<file path="src/rtl/dmem_pkg.sv">
// Shared definitions for the dmem arbiter: size codes, issue entry layout and
// the alignment check used on every granted access.
package dmem_pkg;

  localparam int unsigned ADDR_W = 32;
  localparam int unsigned DATA_W = 32;
  localparam int unsigned BE_W   = 2;

  localparam logic [BE_W-1:0] BE_BYTE = 2'b00;
  localparam logic [BE_W-1:0] BE_HALF = 2'b01;
  localparam logic [BE_W-1:0] BE_WORD = 2'b10;

  typedef struct packed {
    logic              valid;
    logic              port;
    logic              we;
    logic [ADDR_W-1:0] a;
    logic [DATA_W-1:0] wd;
    logic [BE_W-1:0]   be;
    logic              err;
  } issue_t;

  // Size code 11 is illegal; byte accesses are legal at any offset.
  function automatic logic misaligned(input logic [BE_W-1:0] be, input logic [1:0] a_lo);
    logic bad;
    case (be)
      BE_BYTE: bad = 1'b0;
      BE_HALF: bad = a_lo[0];
      BE_WORD: bad = |a_lo;
      default: bad = 1'b1;
    endcase
    return bad;
  endfunction

endpackage

</file>
<file path="src/rtl/rr_arb2.sv">
// Two-port round-robin arbiter with a bounded lock: a locked owner keeps the
// grant for at most LOCK_MAX consecutive contested cycles.
module rr_arb2 #(
  parameter int unsigned LOCK_MAX = 8
) (
  input  logic       clk,
  input  logic       rst,
  input  logic [1:0] req,
  input  logic [1:0] lock,
  output logic [1:0] gnt
);

  localparam int unsigned CW = $clog2(LOCK_MAX + 1);

  logic          rr_ptr;
  logic          owner;
  logic          locked;
  logic [CW-1:0] lock_cnt;
  logic          saturated;
  logic          win;

  assign saturated = (lock_cnt >= CW'(LOCK_MAX));

  always_comb begin
    gnt = 2'b00;
    win = req[1];
    if (req == 2'b11) begin
      if (locked) win = saturated ? ~owner : owner;
      else        win = rr_ptr;
    end
    if (!rst && (req != 2'b00)) gnt = win ? 2'b10 : 2'b01;
  end

  always_ff @(posedge clk or posedge rst) begin
    if (rst) begin
      rr_ptr   <= 1'b0;
      owner    <= 1'b0;
      locked   <= 1'b0;
      lock_cnt <= '0;
    end else if (|gnt) begin
      rr_ptr <= ~win;
      if (lock[win]) begin
        owner  <= win;
        locked <= 1'b1;
        if (locked && (owner == win)) begin
          if (!saturated) lock_cnt <= lock_cnt + 1'b1;
        end else begin
          lock_cnt <= CW'(1);
        end
      end else begin
        locked   <= 1'b0;
        lock_cnt <= '0;
      end
    end else if (locked && !req[owner]) begin
      locked   <= 1'b0;
      lock_cnt <= '0;
    end
  end

endmodule

</file>
<file path="src/rtl/dmem_arbiter.sv">
// Shares the single-ported dmem between two masters: grant, legality check,
// one-deep issue register driving dmem, and a registered response.
module dmem_arbiter
  import dmem_pkg::*;
#(
  parameter int unsigned LOCK_MAX = 8
) (
  input  logic        clk,
  input  logic        reset,
  input  logic [1:0]  req_i,
  input  logic [1:0]  lock_i,
  input  logic [1:0]  we_i,
  input  logic [63:0] a_i,
  input  logic [63:0] wd_i,
  input  logic [3:0]  be_i,
  output logic [1:0]  gnt_o,
  output logic [1:0]  rvalid_o,
  output logic [31:0] rdata_o,
  output logic        err_o,
  output logic        mem_we,
  output logic [31:0] mem_a,
  output logic [31:0] mem_wd,
  output logic [1:0]  mem_be,
  input  logic [31:0] mem_rd
);

  logic [1:0]  gnt;
  logic        sel;
  issue_t      iss_d, iss_q;
  logic [1:0]  rvalid_q;
  logic        err_q;
  logic [31:0] rdata_q;

  rr_arb2 #(
    .LOCK_MAX(LOCK_MAX)
  ) u_arb (
    .clk (clk),
    .rst (reset),
    .req (req_i),
    .lock(lock_i),
    .gnt (gnt)
  );

  assign gnt_o = gnt;
  assign sel   = gnt[1];

  // Idle cycles only clear valid; the payload holds so dmem inputs stay quiet.
  always_comb begin
    iss_d       = iss_q;
    iss_d.valid = |gnt;
    if (|gnt) begin
      iss_d.port = sel;
      iss_d.we   = we_i[sel];
      iss_d.a    = sel ? a_i[63:32]  : a_i[31:0];
      iss_d.wd   = sel ? wd_i[63:32] : wd_i[31:0];
      iss_d.be   = sel ? be_i[3:2]   : be_i[1:0];
      iss_d.err  = misaligned(iss_d.be, iss_d.a[1:0]);
    end
  end

  always_ff @(posedge clk or posedge reset) begin
    if (reset) begin
      iss_q <= '{valid: 1'b0, port: 1'b0, we: 1'b0, a: '0, wd: '0, be: BE_WORD, err: 1'b0};
    end else begin
      iss_q <= iss_d;
    end
  end

  assign mem_we = iss_q.valid & iss_q.we & ~iss_q.err;
  assign mem_a  = iss_q.a;
  assign mem_wd = iss_q.wd;
  assign mem_be = iss_q.be;

  // Stores also respond; mem_rd is sampled before the write lands.
  always_ff @(posedge clk or posedge reset) begin
    if (reset) begin
      rvalid_q <= 2'b00;
      err_q    <= 1'b0;
      rdata_q  <= '0;
    end else begin
      rvalid_q <= iss_q.valid ? (iss_q.port ? 2'b10 : 2'b01) : 2'b00;
      err_q    <= iss_q.valid & iss_q.err;
      rdata_q  <= iss_q.err ? '0 : mem_rd;
    end
  end

  assign rvalid_o = rvalid_q;
  assign err_o    = err_q;
  assign rdata_o  = rdata_q;

endmodule

</file>
<file path="config.mk">
export PLATFORM = sky130hd
export DESIGN_NAME = dmem_arbiter
export DESIGN_NICKNAME = d
export VERILOG_FILES = /design/src/rtl/dmem_pkg.sv /design/src/rtl/rr_arb2.sv /design/src/rtl/dmem_arbiter.sv
export SDC_FILE = /design/constraint.sdc
export NUM_CORES = 1
export LEC_CHECK = 0
export ABC_AREA = 0
export ABC_CLOCK_PERIOD_IN_PS = 6050
export CAP_MARGIN = 20
export CORE_UTILIZATION = 36
export CTS_CLUSTER_DIAMETER = 80
export DETAILED_ROUTE_END_ITERATION = 8
export MAX_ROUTING_LAYER = met4
export PLACE_DENSITY = 0.87
export SLEW_MARGIN = 10
export SYNTH_ARGS = -nofsm -noshare
export SYNTH_HDL_FRONTEND = slang
export SYNTH_SLANG_ARGS = --single-unit
</file>
<file path="constraint.sdc">
create_clock -name clk -period 6.05 [get_ports clk]
set_input_delay 1.21 -clock clk [delete_from_list [all_inputs] [get_ports clk]]
set_output_delay 1.21 -clock clk [all_outputs]
set_load 0.01 [all_outputs]
</file>
==> results.py, run 1 <==
metrics = {
    "global_route": {
        "first_global_vias": 4139,
        "antenna_found_initial": 0,
        "track_usage_pct": 18.32,
        "globalRoute.totalOverflow": 0,
        "grt_start_max_net_pins": 113,
        "grt_pass1_wl_mm": 20.47,
    },
    "detailed_routing": {
        "drtAntennaViolNets": 0,
        "drtIter0Drc": 205,
        "vias_per_cell": 4.813,
        "wl_per_cell_um": 15.05,
        "routed_wl_mm": 13.70,
        "via_count": 4380,
        "first_pass_iters": 4,
        "drc_errors": 0,
    },
    "synth": {
        "postSynthCellCount": 534,
        "ys_seq_elements": 112,
        "synth_top_family_by_area": "compound AO/OA/AOI/OAI gates",
        "yosys_warnings": 0,
        "yosys.area.top_type": "dfrtp_1",
        "synth_compound_area_share_pct": 15.97,
        "yosys.area_share.xor_xnor_pct": 0.1671,
        "synthAdderAreaFrac_pct": 0.4776,
        "synth.distinct_cells": 36,
        "muxShareOfSynthArea_pct": 0.9551,
        "synthesis.area_um2": 5240,
        "ys_top_cells_by_area": "dfrtp_1 53%, buf_4 9.6%, nand2_1 5.2%, o22ai_1 4.9%, o311ai_0 4.0%",
        "avgSynthCellArea_um2": 9.813,
        "yosysSeqAreaShare_pct": 53.51,
        "synthSimpleGateAreaFrac_pct": 13.71,
        "yosysTopAreaCellShare_pct": 53.01,
        "synthesis.nets": 708,
    },
    "power": {
        "irDropWorstVdd_uv": 147.7,
        "p_per_area_nw_per_um2": 263.5,
        "total_power_mw": 2.087,
        "p_leak_nw": 3.312,
    },
    "floorplanning": {
        "core_area_um2": 14040,
        "num_rows": 43,
        "die_x_um": 122.6,
        "start_util_pct": 37.32,
        "die_y_um": 122.6,
        "pin_count": 276,
        "die_area_um2": 15040,
    },
    "worst_setup_path": {
        "cp_slowest_cell": "clkdlybuf4s50_1",
        "ff2ff_setup_slack_ns": 3.82,
        "cp_slowest_stage_delay_ns": 0.56,
        "crit_path_end_kind": "primary output",
        "crit_top_cell": "clkdlybuf4s50_1",
        "arrival_ns": 3.07,
        "crit_family": "buffers and inverters",
        "crit_path_start_kind": "input port",
        "worstSetupPathType": "in2out",
        "path_max_fanout": 7,
        "cp_num_buf_inv": 2,
        "critPathRequiredTime_ns": 4.84,
        "path_cells": "clkdlybuf4s50_1 > nor3b_1 > a311o_2 > nor2_4 > clkdlybuf4s50_1",
    },
    "cts": {
        "cts_buffers": 9,
        "cts_tree": "built",
        "cts_root_buffer": "clkbuf_16",
        "clk_latency_ns": 0.35,
        "cts_buffer_depth": 2,
        "h-tree-depth": 3,
        "path_clk_slew_ns": 0.07,
        "clock-sinks": 112,
        "cts_setup_buffers": 0,
        "post_cts_resized": 0,
        "cts_hold_buf": 0,
    },
    "placed_design": {
        "finalWeightedCongestion": 0.7606,
        "port_buffers": 275,
        "dp_hpwl_mm": 10.18,
    },
    "sta": {
        "fin_skew_ns": 0.006412,
        "fin_tns_setup_ns": 0,
        "slew_headroom_pct": 30.35,
        "setup_violations": 0,
        "slew_viol_final": 0,
        "clock.fmax_mhz": 233.8,
        "hold_violations": 0,
        "rsz0062_at_grt": "no",
        "fin_crit_ns": 4.277,
        "worst_slew_pin_slew_ns": 1.045,
        "fin_crit_sh_pct": 70.69,
    },
    "finish": {
        "insertedDiodeCount": 0,
        "layout_common_cells": "275 x clkdlybuf4s50_1, 111 x dfrtp_1, 72 x nand2_1",
        "areaGrowthSynthToFinish_pct": 51.10,
        "layout.cells.most_common": "clkdlybuf4s50_1",
        "utilization_pct": 56.38,
        "layout-drive-gt1-share_pct": 4.247,
        "nNetsFinal": 899,
    },
    "outcome": {
        "status": "complete, no violations",
    },
    "hold_path": {
        "hp-class": "reg2reg",
    },
    "run": {
        "maxCapViolCount": 0,
    },
}
## final cells by class
type | instances | area, um^2
clock buffer | 9 | 225.2
clock inverter | 7 | 71.32
fill | 1177 | 6125
inverter | 31 | 120.1
multi-input combinational | 287 | 1652
sequential | 112 | 2804
tap | 180 | 225.2
timing repair buffer | 284 | 2820
## sequential cells by signal (all words and copies together) (netlist names)
| name | cells |
|---|---|
| u_arb.lock_cnt | 4 |
| iss_q | 4 |
| u_arb.owner | 1 |
| mem_be | 2 |
| mem_a | 32 |
| u_arb.rr_ptr | 1 |
| err_o | 1 |
| u_arb.locked | 1 |
| mem_wd | 32 |
| rdata_o | 32 |
| rvalid_o | 2 |
## worst register-to-register path: stages, from the launching register on
cell and delay, ns:
dfrtp_1 0.46, xnor2_1 0.18, a311o_2 0.47, nor2_4 0.11, buf_4 0.44, o221ai_1 0.28
a31oi_1 0.20
## worst paths after layout
check	from	end	depth (start not counted)
max	req_i[0]	gnt_o[1]	5
min reg2reg	iss_q[68]	rvalid_o[0]	1
min	iss_q[68]	rvalid_o[0]	1
max reg2reg	u_arb.lock_cnt[3]	iss_q[0]	6
max in group asynchronous	reset	mem_a[26]	5
min in group asynchronous	reset	mem_wd[2]	4
## through the flow
stage                     std cells  hold slack (ns)  setup WS, ns  cell area [um^2]
final                           910           0.4423         1.773              7918
after global routing            910           0.4698         1.743              7918
after CTS                       910           0.4462         1.781              7918
after detailed placement        894           0.4363         1.782              7621
after global placement          894           0.4267         1.818              7621
after floorplan                 534           0.4176        0.9657              5244
## routing by layer
| metal | global-route usage (%) | up-vias | part of all wire (%) |
|---|---|---|---|
| li1 | - | 2143 | - |
| met1 | 20.98 | 2063 | 41 |
| met2 | 31.53 | 159 | 51 |
| met3 | 3.671 | 15 | 6.7 |
| met4 | 6.860 | 0 | 1.3 |
| met5 | - | - | 0 |
## cells by family (layout without fill, tap and decap cells)
kind of cell / after synthesis / count (layout)
DFF: 112 / 112
buffers and inverters: 135 / 331
muxes: 5 / 5
AOI/OAI and AO/OA: 130 / 130
adders and majority gates: 2 / 2
xor gates and xnor gates: 1 / 1
and+or+nand+nor: 149 / 149
## cells in the mapped netlist, drive strengths merged
cell type / count
dfrtp: 111
buf: 76
nand2: 72
o21ai: 46
o22ai: 42
nor2b: 33
inv: 31
clkbuf: 28
nand3: 25
o311ai: 24
nor2: 7
a21oi: 5
mux2i: 5
and2: 4
nand2b: 4
a31oi: 3
and3b: 2
ha: 2
o221ai: 2
o31ai: 2
a21o: 1
a22o: 1
a311o: 1
a41oi: 1
dfstp: 1
nand3b: 1
nor3b: 1
o21a: 1
o31a: 1
xnor2: 1
## where the power goes
group	switching, mW	internal, mW	leakage, nW
logic	0.258	0.339	1.76
registers	0.0554	0.854	1.40
clock network	0.288	0.292	0.146
total	0.602	1.49	3.31
No activity file was read; power rests on OpenSTA's default activity.
==> run 2, diff against run 1 <==
- ABC_CLOCK_PERIOD_IN_PS: 6050 -> 3800
- clock period: 6.05 -> 3.8 ns (I/O delays scaled with it)
==> results.py, run 2 (synthesis gave the netlist of run 1 again) <==
metrics = {
    "outcome": {
        "status": "complete, no violations",
    },
    "cts": {
        "cts_tree": "built",
        "cts_setup_buffers": 0,
        "cts_buffer_depth": 2,
        "cts_hold_buf": 0,
        "post_cts_resized": 0,
        "h-tree-depth": 3,
        "clock-sinks": 112,
        "cts_buffers": 9,
        "cts_root_buffer": "clkbuf_16",
        "path_clk_slew_ns": 0.07,
        "clk_latency_ns": 0.34,
    },
    "run": {
        "maxCapViolCount": 0,
    },
    "detailed_routing": {
        "wl_per_cell_um": 15.37,
        "drtAntennaViolNets": 0,
        "vias_per_cell": 4.830,
        "via_count": 4400,
        "first_pass_iters": 4,
        "drtIter0Drc": 206,
        "drc_errors": 0,
        "routed_wl_mm": 14.00,
    },
    "hold_path": {
        "holdCritStartpoint": "iss_q[68]",
        "hp-class": "reg2reg",
        "holdPathStages": 1,
        "whs_endpoint": "rvalid_o[0]",
    },
    "floorplanning": {
        "pin_count": 276,
        "die_x_um": 122.6,
        "start_util_pct": 37.32,
        "die_y_um": 122.6,
        "num_rows": 43,
        "die_area_um2": 15040,
        "core_area_um2": 14040,
    },
    "worst_setup_path": {
        "cp_slowest_cell": "clkdlybuf4s50_1",
        "crit_path_start_kind": "input port",
        "cp_num_buf_inv": 2,
        "r2r_end": "mem_be[0]",
        "worstSetupPathType": "in2out",
        "rr_worst_depth": 6,
        "path_max_fanout": 7,
        "worstReg2RegStart": "u_arb.lock_cnt[3]",
        "arrival_ns": 2.58,
        "crit_family": "buffers and inverters",
        "cp_slowest_stage_delay_ns": 0.54,
        "critPathRequiredTime_ns": 3.04,
        "crit_top_cell": "clkdlybuf4s50_1",
        "crit_path_end_kind": "primary output",
        "path_cells": "clkdlybuf4s50_1 > nor3b_1 > a311o_2 > and2_4 > clkdlybuf4s50_1",
        "ff2ff_setup_slack_ns": 1.60,
    },
    "global_route": {
        "globalRoute.totalOverflow": 0,
        "grt_start_max_net_pins": 113,
        "grt_pass1_wl_mm": 21.38,
        "first_global_vias": 4354,
        "track_usage_pct": 19.19,
        "antenna_found_initial": 1,
    },
    "finish": {
        "layout-drive-gt1-share_pct": 4.384,
        "utilization_pct": 56.48,
        "areaGrowthSynthToFinish_pct": 51.36,
        "layout.cells.most_common": "clkdlybuf4s50_1",
        "nNetsFinal": 899,
        "layout_common_cells": "275 x clkdlybuf4s50_1, 111 x dfrtp_1, 72 x nand2_1",
    },
    "power": {
        "p_leak_nw": 3.311,
        "irDropWorstVdd_uv": 269.8,
        "p_per_area_nw_per_um2": 423.6,
    },
    "placed_design": {
        "dp_hpwl_mm": 10.41,
        "finalWeightedCongestion": 0.8367,
        "port_buffers": 275,
        "pre_cts_ws_ns": 0.4714,
    },
    "sta": {
        "fin_crit_ns": 3.342,
        "fin_tns_setup_ns": 0,
        "fin_crit_sh_pct": 87.94,
        "rsz0062_at_grt": "no",
        "hold_violations": 0,
        "hold_slack_ns": 0.4417,
        "fin_skew_ns": 0.008127,
        "worst_slew_pin_slew_ns": 1.018,
        "setup_violations": 0,
        "setup_ws_ns": 0.4584,
        "slew_viol_final": 0,
        "clock.fmax_mhz": 299.3,
        "slew_headroom_pct": 32.10,
    },
}
## run 2: cell count changes in the layout (fill, tap and decap cells not counted)
cell        before  now
and2_4           0    1
inv_8            1    0
clkinvlp_4       1    3
inv_6            3    2
diode_2          0    1
clkinv_8         1    0
bufinv_16        0    1
and2_1           4    3
## run 2: per-layer routing
layer	GRT usage, %	wire [um]
met5	-	0
met4	8.994	393
met3	4.322	993
met2	33.64	7210
met1	20.43	5400
## run 2: how the worst max path moves through the flow
stage | slack (ns) | endpoint | from | cells after the start
after CTS | 0.47 | gnt_o[0] | req_i[0] | 5
after floorplan | -0.33 | gnt_o[0] | reset | 5
after global placement | 0.49 | gnt_o[1] | req_i[0] | 5
after detailed placement | 0.47 | gnt_o[1] | req_i[0] | 5
after global routing | 0.40 | gnt_o[1] | req_i[0] | 5
final | 0.46 | gnt_o[0] | req_i[0] | 5
## run 2: final cells by class
cell class,instances,area (um^2)
repair buffers,284,2820
inverters,31,120.1
clock buffers,9,225.2
clock inverters,7,80.08
fillers,1215,6111
well taps,180,225.2
diodes,1,2.502
flip-flops and latches,112,2804
multi-input cells,287,1654
## run 2: through the flow
stage	power [mW]	cell area (um^2)	std cells
3_5_place_dp	2.433	7624	894
6_report	3.360	7931	911
2_1_floorplan	2.005	5258	534
5_1_grt	3.543	7931	911
3_3_place_gp	2.403	7624	894
4_1_cts	3.404	7929	910
## run 2: where the power goes
part / internal, mW / switching (mW)
clock: 0.519 / 0.442
combinational: 0.540 / 0.413
sequential: 1.36 / 0.0866
total: 2.42 / 0.941
==> run 3, diff against run 2 <==
- CORE_UTILIZATION: 36 -> 37
- PLACE_DENSITY: 0.87 -> 0.88
- SYNTH_HIERARCHICAL: default -> 1
==> results.py, run 3 <==
metrics = {
    "sta": {
        "setup_violations": 0,
        "rsz0062_at_grt": "no",
        "setup_ws_ns": 0.3120,
        "worst_slew_pin_slew_ns": 0.6729,
        "hold_slack_ns": 0.4736,
        "slew_headroom_pct": 54.87,
        "fin_crit_sh_pct": 91.79,
        "slew_viol_final": 0,
        "hold_violations": 0,
        "clock.fmax_mhz": 286.7,
        "fin_tns_setup_ns": 0,
        "fin_skew_ns": 0.009627,
        "fin_crit_ns": 3.488,
    },
    "run": {
        "maxCapViolCount": 0,
    },
    "synth": {
        "yosys_warnings": 6,
        "ys_top_cells_by_area": "dfrtp_1 51%, mux2i_1 12%, buf_4 9.1%, o21ai_1 6.0%, nand2_1 4.9%",
        "synthAdderAreaFrac_pct": 0.4572,
        "synthSimpleGateAreaFrac_pct": 11.45,
        "muxShareOfSynthArea_pct": 12.44,
        "async_flop_share_pct": 100.0,
        "yosys.area.top_type": "dfrtp_1",
        "yosys.area_share.xor_xnor_pct": 0.1600,
        "synth_compound_area_share_pct": 10.52,
        "synthesis.nets": 681,
        "ys_seq_elements": 112,
        "yosysTopAreaCellShare_pct": 50.75,
        "synth-edff-count": 0,
        "postSynthCellCount": 507,
        "synth_flop_cell": "dfrtp_1",
        "synthesis.area_um2": 5473,
        "synth.distinct_cells": 45,
        "avgSynthCellArea_um2": 10.79,
        "synth_most_common_cell": "dfrtp_1",
        "ys_top_cells_by_count": "111 x dfrtp_1, 71 x nand2_1, 68 x mux2i_1",
        "synth_top_family_by_area": "buffers and inverters",
        "yosysSeqAreaShare_pct": 51.23,
    },
    "detailed_routing": {
        "vias_per_cell": 4.741,
        "dr_wl_met3_mm": 1.162,
        "drtIter0Drc": 137,
        "routed_wl_mm": 13.89,
        "m1WireLength_mm": 5.408,
        "via_count": 4229,
        "routed.top_layer": "met4",
        "drtAntennaViolNets": 0,
        "first_pass_iters": 4,
        "drc_errors": 0,
        "wl_met2_mm": 7.014,
        "wl_per_cell_um": 15.57,
    },
    "finish": {
        "utilization_pct": 56.01,
        "areaGrowthSynthToFinish_pct": 48.17,
        "layout-drive-gt1-share_pct": 4.096,
        "multi_input_area_um2": 1924,
        "design_area_um2": 8109,
        "nNetsFinal": 877,
        "fillers": 1232,
        "instances_no_fill": 892,
        "layout_common_cells": "275 x clkdlybuf4s50_1, 111 x dfrtp_1, 71 x nand2_1",
        "insertedDiodeCount": 0,
        "seqCellArea_um2": 2804,
        "layout.cells.most_common": "clkdlybuf4s50_1",
    },
    "placed_design": {
        "dp.cells": 876,
        "dp_hpwl_mm": 10.37,
        "port_buffers": 275,
        "finalWeightedCongestion": 0.7904,
        "dpl_cell_area_um2": 7811,
        "pre_cts_ws_ns": 0.2941,
    },
    "hold_path": {
        "hp-class": "reg2reg",
        "holdPathStages": 1,
    },
    "cts": {
        "post_cts_resized": 0,
        "cts_buffer_depth": 2,
        "clock-sinks": 112,
        "cts_tree": "built",
        "cts_buffers": 9,
        "clk_latency_ns": 0.34,
        "cts_setup_buffers": 0,
        "cts_hold_buf": 0,
        "h-tree-depth": 3,
        "path_clk_slew_ns": 0.07,
        "cts_root_buffer": "clkbuf_16",
    },
    "worst_setup_path": {
        "cp_slowest_cell": "a211oi_1",
        "critPathRequiredTime_ns": 3.04,
        "path_cells": "clkdlybuf4s50_1 > and2_1 > a211oi_1 > nor2b_4 > clkdlybuf4s50_1",
        "worstSetupPathType": "in2out",
        "rr_worst_depth": 7,
        "cp_slowest_stage_delay_ns": 0.61,
        "path_max_fanout": 8,
        "crit_path_start_kind": "input port",
        "arrival_ns": 2.73,
        "crit_top_cell": "clkdlybuf4s50_1",
        "crit_path_end_kind": "primary output",
    },
    "power": {
        "p_per_area_nw_per_um2": 471.0,
        "total_power_mw": 3.819,
        "p_leak_nw": 3.330,
        "irDropWorstVdd_uv": 286.0,
    },
    "global_route": {
        "grt_pass1_wl_mm": 20.51,
        "globalRoute.totalOverflow": 0,
        "track_usage_pct": 18.44,
        "grt_start_max_net_pins": 142,
        "first_global_vias": 4131,
        "antenna_found_initial": 0,
    },
    "floorplanning": {
        "die_area_um2": 15280,
        "core_area_um2": 14480,
        "num_rows": 44,
        "die_x_um": 123.6,
        "pin_count": 276,
        "die_y_um": 123.6,
        "start_util_pct": 37.80,
    },
    "outcome": {
        "status": "complete, no violations",
    },
}
[run 3: cell types whose count changed in the layout (fill, tap and decap cells not counted), sizes merged, moves of 3 or more]
cell | before | now
a211oi | 0 | 4
buf | 9 | 4
a31oi | 3 | 0
o22ai | 42 | 2
o21ai | 46 | 70
mux2i | 5 | 68
and2b | 0 | 16
o211ai | 0 | 3
o311ai | 24 | 0
nor2b | 33 | 19
nand3 | 25 | 2
nand2b | 4 | 1
inv | 32 | 9
[run 3: report_power, final]
group	switching, mW	internal, mW	total, mW
sequential	0.136	1.44	1.58
clock	0.441	0.516	0.957
combinational	0.531	0.755	1.29
[run 3: kinds of logic (layout without fill, tap and decap cells)]
| logic type | Yosys count | in the layout |
|---|---|---|
| xor+xnor | 1 | 1 |
| compound gates | 96 | 96 |
| mux | 68 | 68 |
| buf+inv | 102 | 303 |
| flops | 112 | 112 |
| fa+ha+maj | 2 | 2 |
| simple gates | 126 | 126 |
[run 3: worst paths after layout]
check | start | to | slack [ns]
max | req_i[0] | gnt_o[0] | 0.31
min | iss_q[68] | rvalid_o[0] | 0.47
max reg2reg | u_arb/owner | iss_q[0] | 1.40
min reg2reg | iss_q[68] | rvalid_o[0] | 0.47
max in group asynchronous | reset | mem_be[1] | 2.07
min in group asynchronous | reset | u_arb/owner | 0.88
[run 3: per-layer routing]
layer	vias to the layer above	track usage, %
li1	2034	-
met1	1992	20.58
met2	184	31.46
met3	19	4.991
met4	0	6.852
met5	-	-
[run 3: cell type report]
type                            count  area share (%)
Clock buffer                       10           2.824
Clock inverter                      6          0.8486
Inverter                            8          0.4012
Multi-Input combinational cell    293           23.73
Sequential cell                   112           34.58
Tap cell                          184           2.839
Timing Repair Buffer              279           34.78
[run 3: worst max-delay path, delay by kind of cell]
kind,cells,cell delay (ns)
buffers and inverters,2,1.01
AO/OA/AOI/OAI,1,0.61
AND/OR/NAND/NOR,2,0.35
